==> src/rtl/mips_result_monitor.sv <==
// ---------------------------------------------------------------------------
// mips_result_monitor
//   Watches the core's MTC0 pass/done reporting interface. It classifies
//   report codes, counts PASS reports, and counts cycles and retired
//   instructions from soft-reset release. A DONE or FAIL report freezes
//   every statistic. The frozen values go to the LEDs and to a
//   selectable readout word.
//
// Ports
//   clk          core clock
//   rst_n        asynchronous active-low hard reset
//   soft_rst_n   synchronous soft reset (0 = hold in IDLE, 1 = run)
//   report_valid one-cycle MTC0 report strobe
//   report_code  report code (PASS / FAIL / DONE / other)
//   report_pc    PC of the reporting MTC0
//   retire       one instruction retired this cycle
//   rd_sel       readout select: 0 cycles, 1 instructions, 2 passes, 3 fail PC
//   rd_data      selected statistic, registered
//   state        0 IDLE, 1 RUN, 2 DONE, 3 FAIL
//   finished     high in DONE or FAIL
//   leds         {finished, fail, pass_count[7:0]}, registered
// ---------------------------------------------------------------------------
module mips_result_monitor #(
  parameter int                CODE_W    = 4,
  parameter logic [CODE_W-1:0] CODE_PASS = 4'h1,
  parameter logic [CODE_W-1:0] CODE_FAIL = 4'h2,
  parameter logic [CODE_W-1:0] CODE_DONE = 4'h3,
  parameter int                CNT_W     = 32
) (
  input  logic              clk,
  input  logic              rst_n,
  input  logic              soft_rst_n,
  input  logic              report_valid,
  input  logic [CODE_W-1:0] report_code,
  input  logic [31:0]       report_pc,
  input  logic              retire,
  input  logic [1:0]        rd_sel,
  output logic [CNT_W-1:0]  rd_data,
  output logic [1:0]        state,
  output logic              finished,
  output logic [9:0]        leds
);

  typedef enum logic [1:0] {
    ST_IDLE = 2'd0,
    ST_RUN  = 2'd1,
    ST_DONE = 2'd2,
    ST_FAIL = 2'd3
  } state_t;

  state_t           state_reg, state_next;
  logic [CNT_W-1:0] cycles_reg, cycles_next;
  logic [CNT_W-1:0] instrs_reg, instrs_next;
  logic [CNT_W-1:0] passes_reg, passes_next;
  logic [31:0]      fail_pc_reg, fail_pc_next;

  // Saturating increment: a counter that reaches all-ones holds there.
  function automatic logic [CNT_W-1:0] sat_inc(input logic [CNT_W-1:0] v);
    return (&v) ? v : v + CNT_W'(1);
  endfunction

  always_comb begin
    state_next   = state_reg;
    cycles_next  = cycles_reg;
    instrs_next  = instrs_reg;
    passes_next  = passes_reg;
    fail_pc_next = fail_pc_reg;

    if (!soft_rst_n) begin
      // Soft reset takes priority over any report or retire in the same cycle.
      state_next   = ST_IDLE;
      cycles_next  = '0;
      instrs_next  = '0;
      passes_next  = '0;
      fail_pc_next = '0;
    end else begin
      case (state_reg)
        ST_IDLE: begin
          // The release edge is the first counted cycle.
          state_next  = ST_RUN;
          cycles_next = sat_inc(cycles_reg);
          if (retire) instrs_next = sat_inc(instrs_reg);
        end
        ST_RUN: begin
          // The terminating cycle still counts, including its retire.
          cycles_next = sat_inc(cycles_reg);
          if (retire) instrs_next = sat_inc(instrs_reg);
          if (report_valid) begin
            if (report_code == CODE_PASS) begin
              passes_next = sat_inc(passes_reg);
            end else if (report_code == CODE_DONE) begin
              state_next = ST_DONE;
            end else if (report_code == CODE_FAIL) begin
              state_next   = ST_FAIL;
              fail_pc_next = report_pc;
            end
          end
        end
        default: ; // DONE / FAIL: sticky and frozen
      endcase
    end
  end

  always_ff @(posedge clk or negedge rst_n) begin
    if (!rst_n) begin
      state_reg   <= ST_IDLE;
      cycles_reg  <= '0;
      instrs_reg  <= '0;
      passes_reg  <= '0;
      fail_pc_reg <= '0;
    end else begin
      state_reg   <= state_next;
      cycles_reg  <= cycles_next;
      instrs_reg  <= instrs_next;
      passes_reg  <= passes_next;
      fail_pc_reg <= fail_pc_next;
    end
  end

  assign state    = state_reg;
  assign finished = (state_reg == ST_DONE) || (state_reg == ST_FAIL);

  // Readout and LEDs are registered from the current register values.
  // They therefore lag a counter update by one cycle.
  always_ff @(posedge clk or negedge rst_n) begin
    if (!rst_n) begin
      rd_data <= '0;
      leds    <= '0;
    end else begin
      case (rd_sel)
        2'd0:    rd_data <= cycles_reg;
        2'd1:    rd_data <= instrs_reg;
        2'd2:    rd_data <= passes_reg;
        default: rd_data <= (state_reg == ST_FAIL) ? CNT_W'(fail_pc_reg) : '0;
      endcase
      leds <= {finished, state_reg == ST_FAIL, passes_reg[7:0]};
    end
  end

endmodule

==> config.mk <==
export PLATFORM = sky130hd
export DESIGN_NAME = mips_result_monitor
export DESIGN_NICKNAME = d
export VERILOG_FILES = /design/src/rtl/mips_result_monitor.sv
export SDC_FILE = /design/constraint.sdc
export NUM_CORES = 1
export LEC_CHECK = 0
export BUFFER_PORTS_ARGS = -buffer_cell sky130_fd_sc_hd__buf_2
export CAP_MARGIN = 30
export CORE_MARGIN = 3
export CORE_UTILIZATION = 35
export CTS_CLUSTER_DIAMETER = 50
export DETAILED_ROUTE_END_ITERATION = 16
export PLACE_DENSITY = 0.54
export SKIP_LAST_GASP = 1
export SYNTH_ARGS = -nofsm -noshare
export SYNTH_HDL_FRONTEND = slang
export SYNTH_SLANG_ARGS = --single-unit
==> constraint.sdc <==
create_clock -name clk -period 6.6 [get_ports clk]
set_input_delay 0.33 -clock clk [delete_from_list [all_inputs] [get_ports clk]]
set_output_delay 0.33 -clock clk [all_outputs]
set_load 0.05 [all_outputs]
# Word level (Yosys, flattened, before mapping)
# Cells that the tools add are included.
[totals] regBits=172 elab_cells=71 input_bits=43 out_inout_bits=45
[classes] mux=26 add_sub_neg=3 n_eq_ne=23 reduce_logical=12
[ops] op="2-to-1 mux 32 bit" count=19
[ops] op="adder 32 x 1 -> 32 bit, second input constant" count=3
[ops] op="one-hot mux 32 bit (3 select lines)" count=1
[ops] op="AND reduction 32 bit" count=3
[ops] op="!= test 2 bit, second input constant" count=6
[ops] op="2-to-1 mux 2 bit" count=5
[ops] op="!= test 2 x 1 -> 1 bit, second input constant" count=5
[ops] op="== test 4 x 2 -> 1 bit, second input constant" count=2
[ops] op="AND reduction 4 bit" count=2
[ops] op="== test 2 bit, second input constant" count=3
[ops] op="!= test 3 bit, second input constant" count=2
[ops] op="AND reduction 5 bit" count=1
[ops] op="== test 2 x 1 -> 1 bit, second input constant" count=2
[ops] op="== test 4 x 1 -> 1 bit, second input constant" count=1
[ops] op="zero test 2 bit" count=2
[ops] op="!= test 4 bit, second input constant" count=1
[ops] op="one-hot mux 2 bit (2 select lines)" count=1
[ops] op="!= test 3 x 1 -> 1 bit, second input constant" count=1
[ops] op="AND reduction 3 bit" count=1
[ops] op="AND reduction 2 bit" count=1
[ops] op="OR reduction 2 bit" count=1
[ops] op="logical OR 1 bit" count=1

# Logic depth before layout (Yosys ltp)
# Gate-level depths: netlist (run 1).
[depth] ltp_word=7 ltp_mapped=8 ltp_nobuf=6

# Worst setup path before layout (run 1)
# Ideal clock, no wire load.
[synth_path] kind="register to register" start="reg state_reg[1] (netlist: state[1])" end="reg fail_pc_reg[10]" period_less_slack_ns=2.276 required_ns=6.522 path_buffers=3 setup_time_ns=0.078 stages_incl_launch_ff=9 arrival_ns=2.198 setup_slack_ns=4.324 path_cell_list="dfrtp_1 clkbuf_1 nor3b_2 and4b_1 nor2b_1 clkbuf_1 clkbuf_1 nand2_1 a21oi_1"
[synth_via] elab_chain_len=3
[synth_lines] element="start: declaration" line="51" rtl="state_t state_reg, state_next;"
[synth_lines] element="start signal: assignment" line="112" rtl="state_reg <= state_next;"
[synth_lines] element="== test 2 x 1 -> 1 bit" line="77" rtl="case (state_reg)"
[synth_lines] element="!= test 2 x 1 -> 1 bit (no source line)"
[synth_lines] element="AND reduction 5 bit (no source line)"
[synth_lines] element="end signal: assignment" line="116" rtl="fail_pc_reg <= fail_pc_next;"
[synth_lines] element="end: declaration" line="55" rtl="logic [31:0] fail_pc_reg, fail_pc_next;"
# No other way between the ends.
# A chain may end at the register's enable or synchronous reset.

# Worst setup path in the final report (run 1)
[layout_path] start="reg cycles_reg[8]" end="reg cycles_reg[4]"
[layout_via] elab_chain_len=3
[layout_lines] element="start: declaration" line="52" rtl="logic [CNT_W-1:0] cycles_reg, cycles_next;"
[layout_lines] element="start signal: assignment" line="113" rtl="cycles_reg <= cycles_next;"
[layout_lines] element="AND reduction 32 bit" line="59" rtl="return (&v) ? v : v + CNT_W'(1);"
[layout_lines] element="!= test 2 bit (no source line)"
[layout_lines] element="AND reduction 2 bit (no source line)"
# No other way between the ends.

==> results of run 1 <==
-- final timing paths --
check	startpoint	end	slack [ps]	cells after the start
max	cycles_reg[8]	cycles_reg[4]	3640	6
min	rst_n	leds[1]	8	1
max reg2reg	cycles_reg[8]	cycles_reg[4]	3640	6
min reg2reg	passes_reg[7]	leds[7]	480	0
max in group asynchronous	rst_n	cycles_reg[12]	5450	3
min in group clk	report_pc[30]	fail_pc_reg[30]	130	3
-- worst max-delay path, stage by stage (launching register included) --
cell      delay [ps]
dfrtp_1          460
nand4_2          150
or4_1            840
nor4_4           690
buf_4            430
o311ai_0         150
o41ai_1          120
-- power groups by stage --
stage / Sequential [uW] / Combinational (uW) / Clock (uW)
6_report: 1070 / 105 / 1060
5_1_grt: 1070 / 117 / 1130
4_1_cts: 1070 / 106 / 1080
3_5_place_dp: 1090 / 105 / 0
3_3_place_gp: 1090 / 104 / 0
2_1_floorplan: 1090 / 46.0 / 0
-- per-stage QoR --
stage	setup slack, ps	utilization [%]	instances	power, uW	hold WS (ps)
3_3_place_gp	3370	38.8	1250	1190	460
5_1_grt	3450	41.6	1285	2310	85.6
2_1_floorplan	4320	-	901	1140	34.4
6_report	3640	41.6	1285	2230	8.22
4_1_cts	3640	41.5	1284	2250	39.7
3_5_place_dp	3650	38.9	1252	1190	465
-- per-layer routing --
layer | vias up | track usage (%) | share of wire (%)
met2 | 144 | 28.9 | 47
met5 | - | 0 | 0
met4 | 0 | 4.69 | 1.5
li1 | 3371 | - | -
met1 | 3463 | 26.8 | 48
met3 | 23 | 2.92 | 3.4
-- synth_stat cells (5+ instances only) --
library cell  number
a21oi_1           67
a221o_1           32
and2_1             6
and3_1             9
and4_1            10
buf_2              5
clkbuf_1          54
dfrtp_1          172
inv_1             15
mux2i_1           38
nand2_1          116
nand2b_1           8
nand3_1           31
nand4_1           29
nor2_1            51
nor3_1            18
nor4_1            26
o21a_1            19
o21ai_0           49
o31ai_1           18
or3_1             23
or4_1             12
xnor2_1           24
xor2_1            21
-- area by class of cell --
class / count / area (um2) / area share [%]
sequential: 172 / 4300 / 43.3
multi-input combinational: 648 / 4010 / 40.3
timing repair buffer: 98 / 554 / 5.58
clock buffer: 17 / 425 / 4.28
tap: 319 / 399 / 4.01
clock inverter: 15 / 191 / 1.93
inverter: 16 / 60.1 / 0.604
-- logic make-up after synthesis --
logic type	synth area share, %
and+or+nand+nor	21.8
muxes	4.53
xor gates and xnor gates	4.56
adders and majority gates	0.435
buffers and inverters	3.94
DFF	49.8
AOI/OAI and AO/OA	14.9
==> flow_metrics.tcl, run 1 <==
set metrics [dict create \
    yosysTopAreaCellShare_pct 49.8 \
    num_rows 56 \
    critical_path_class "register to register" \
    ys_types 54 \
    finalHoldViolations 0 \
    crit_fanout 33 \
    most-common-layout-cells "dfrtp_1 (172), nand2_1 (116), buf_2 (87)" \
    core_mm2 0.0239 \
    p_leak_uw 0.00431 \
    cts_max_level 4 \
    fin_crit_sh_pct 44.9 \
    rsz0062_at_grt "no" \
    syn_to_final_growth_pct 15.1 \
    die_y_um 163 \
    relSlewSlack_pct 35.4 \
    final_area_mm2 0.00994 \
    pwr-share-clk_pct 47.5 \
    cts-root-buf "clkbuf_16" \
    nNetsFinal 999 \
    synth_edf_count 0 \
    drc 0 \
    cts_buffers 17 \
    cts_buffer_depth 2 \
    maxCapViolCount 0 \
    cts_sinks 172 \
    start_util_pct 36.1 \
    syn-instance-count 901 \
    critPathCaptureType "register" \
    antennaDiodeCount 0 \
    worstMarginPinSlew_ps 967 \
    ys_seq_area_share_pct 49.8 \
    place_area_mm2 0.00930 \
    synth_area_leader_cell "dfrtp_1" \
    period_needed_ps 2960 \
    grt_pass1_wl_um 38800 \
    mostFrequentLayoutCell "dfrtp_1" \
    status "complete, no violations" \
    path_clk_slew_ps 70 \
    nFillCells 2341 \
    ctsResizeCount 0 \
    hpwl_um 16200 \
    grt_pass1_vias 6805 \
    io_buffers 87 \
    p_int_uw 1670 \
    wl_per_cell_um 18.6 \
    syn-num-nets 947 \
    drt_iter0_drc 558 \
    fmax_ghz 0.338 \
    synthTopCellsByArea "dfrtp_1 (50%), nand2_1 (5.0%), mux2i_1 (4.4%), a21oi_1 (3.9%), a221o_1 (3.7%)" \
    ant_nets 0 \
    p_seq_share_pct 47.8 \
    setup_viol 0 \
    netlist_area_mm2 0.00864 \
    finalMaxSlewViolations 0 \
    ys_seq_elements 172 \
    p_sw_share_pct 25.2 \
    clk_latency_ps 440 \
    finalSetupTns_ps 0 \
    layout-drive-gt1-share_pct 14.9 \
    grt_usage_pct 18.5 \
    synth-async-reset-ratio_pct 100 \
    start_kind "register" \
    min_path_type "input port to async pin" \
    finClkSkew_ps 14.7 \
    worstPathRequired_ps 6920 \
    ir_worst_vdd_v 0.000135 \
    post_cts_buffers 0 \
    power.density_mw_per_mm2 224 \
    gr-total-overflow 0 \
    pin_count 88 \
    syn_area_per_cell_um2 9.59 \
    die_x_um 163 \
    p_switching_uw 561 \
    tritoncts "yes" \
    combPwrFrac_pct 4.7 \
    cts_hold_buffers 0 \
    synthFlopType "dfrtp_1" \
    grt_start_max_net_pins 102 \
    cp_data_arrival_time_ps 3280 \
    wl_um 23900 \
    antenna_found_initial 0 \
    gp_congestion 0.803 \
    routed_via_density 5.45 \
    ys_warn_count 0 \
    num_vias 7001 \
    die_area_mm2 0.0266 \
    drt_pass1_iterations 5 \
]
Power figures use the tool's default switching activity.
==> run 2: changes to the inputs <==
Settings changed: PLACE_DENSITY 0.54 to 0.56.
Clock period 6.6 ns to 2.4 ns, I/O delays scaled along.
==> flow_metrics.tcl, run 2 (synthesis results as in run 1) <==
set metrics [dict create \
    min_path_type "input port to register" \
    slowest_delay_ps 630 \
    status "complete, no violations" \
    drc 0 \
    hpwl_um 16900 \
    cts_sinks 172 \
    post_cts_buffers 0 \
    num_vias 7312 \
    nFillCells 2320 \
    critPathCaptureType "register" \
    syn_to_final_growth_pct 21.9 \
    cts_buffers 17 \
    power.density_mw_per_mm2 570 \
    worst-path-buf-inv 1 \
    die_x_um 163 \
    start_util_pct 36.1 \
    multi_input_area_mm2 0.00401 \
    mostFrequentLayoutCell "dfrtp_1" \
    finClkSkew_ps 9.08 \
    io_buffers 87 \
    period_needed_ps 2240 \
    grt_usage_pct 18.4 \
    cp_slowest_cell "or4_1" \
    finalSetupTns_ps 0 \
    cp_data_arrival_time_ps 2570 \
    maxCapViolCount 0 \
    setup_viol 0 \
    critical_path.top_delay_family "simple AND/OR/NAND/NOR gates" \
    finalMaxSlewViolations 0 \
    cts-root-buf "clkbuf_16" \
    regArea_mm2 0.00430 \
    crit_fanout 25 \
    layout-drive-gt1-share_pct 17.0 \
    rsz0062_at_grt "no" \
    ant_nets 0 \
    grt_start_max_net_pins 62 \
    cts_max_level 4 \
    fmax_ghz 0.445 \
    gp_congestion 0.856 \
    power_uw 6010 \
    wl_um 24000 \
    tritoncts "yes" \
    path_cells "nand4_2, or4_1, nor4_4, buf_12, o311ai_0, o41ai_1" \
    routed_via_density 5.41 \
    die_area_mm2 0.0266 \
    finalHoldViolations 0 \
    antenna_found_initial 0 \
    antennaDiodeCount 0 \
    relSlewSlack_pct 57.6 \
    clk_latency_ps 430 \
    path_clk_slew_ps 60 \
    pin_count 88 \
    wl_per_cell_um 17.8 \
    worstPathRequired_ps 2730 \
    most-common-layout-cells "dfrtp_1 (172), nand2_1 (116), buf_2 (86)" \
    grt_pass1_vias 7199 \
    ir_worst_vdd_v 0.000482 \
    die_y_um 163 \
    drt_pass1_iterations 5 \
    start_kind "register" \
    nNetsFinal 1066 \
    cts_buffer_depth 2 \
    hold_ws_ps 61.2 \
    grt_pass1_wl_um 38800 \
    drt_iter0_drc 635 \
    num_rows 56 \
    core_mm2 0.0239 \
    critical_path_class "register to register" \
    p_leak_uw 0.00459 \
    worstMarginPinSlew_ps 635 \
    fin_crit_sh_pct 93.5 \
    gr-total-overflow 0 \
]
## run 2: cell count changes in the layout (fill, tap and decap cells not counted), sizes merged
cell,delta
buf,+34
clkbuf,+3
clkinvlp,+3
dlygate4sd3,+33
inv,-6
## run 2: layout make-up
cell class | instances | area share, %
Timing Repair Buffer | 165 | 11.2
Multi-Input combinational cell | 648 | 38.1
Tap cell | 319 | 3.79
Clock buffer | 20 | 4.15
Sequential cell | 172 | 40.9
Inverter | 16 | 0.570
Clock inverter | 12 | 1.32
## run 2: per-layer routing
metal | up-vias | part of all wire, % | global-route usage (%) | routed length (um)
met4 | 0 | 2.1 | 5.61 | 513
met3 | 37 | 4.2 | 3.27 | 999
met1 | 3605 | 47 | 25.6 | 11200
met5 | - | 0 | 0 | 0
met2 | 161 | 47 | 29.4 | 11300
li1 | 3509 | - | - | -
## run 2: final timing paths
check,start,to,slack (ps),depth (start not counted)
setup / recovery,cycles_reg[8],cycles_reg[4],160,6
hold / removal,report_code[0],state[0],60,3
setup reg to reg,cycles_reg[8],cycles_reg[4],160,6
hold reg to reg,passes_reg[7],leds[7],480,0
max in group asynchronous,rst_n,cycles_reg[22],1420,3
min in group asynchronous,rst_n,passes_reg[3],230,2
## run 2: timing repair
item	CTS	global route
hold endpoints to repair	91	0
setup endpoints to repair	0	1
resized for setup	0	1
hold buffers	33	0
## run 2: power breakdown
| group | internal (uW) | switching, uW | leakage [uW] | total [uW] |
|---|---|---|---|---|
| logic | 125 | 217 | 0.00193 | 342 |
| clock network | 1540 | 1190 | 0.000266 | 2730 |
| registers | 2920 | 17.9 | 0.00240 | 2930 |
| total | 4590 | 1420 | 0.00459 | 6010 |
## run 2: worst register-to-register path: cells and delay by family, from the launching register on
kind / cells / cell delay (ps)
AO/OA/AOI/OAI: 2 / 240
AND/OR/NAND/NOR: 3 / 1250
flip-flops: 1 / 450
buffers and inverters: 1 / 220
## run 2: through the flow
stage / area (um2) / instances / utilization [%] / setup WS [ps]
final: 10500 / 1352 / 44.1 / 155
after global routing: 10500 / 1352 / 44.1 / 4.66
after CTS: 10500 / 1352 / 44.1 / 163
after detailed placement: 9620 / 1287 / 40.3 / 171
after global placement: 9620 / 1287 / 40.3 / 239
after floorplan: 8640 / 901 / - / 124
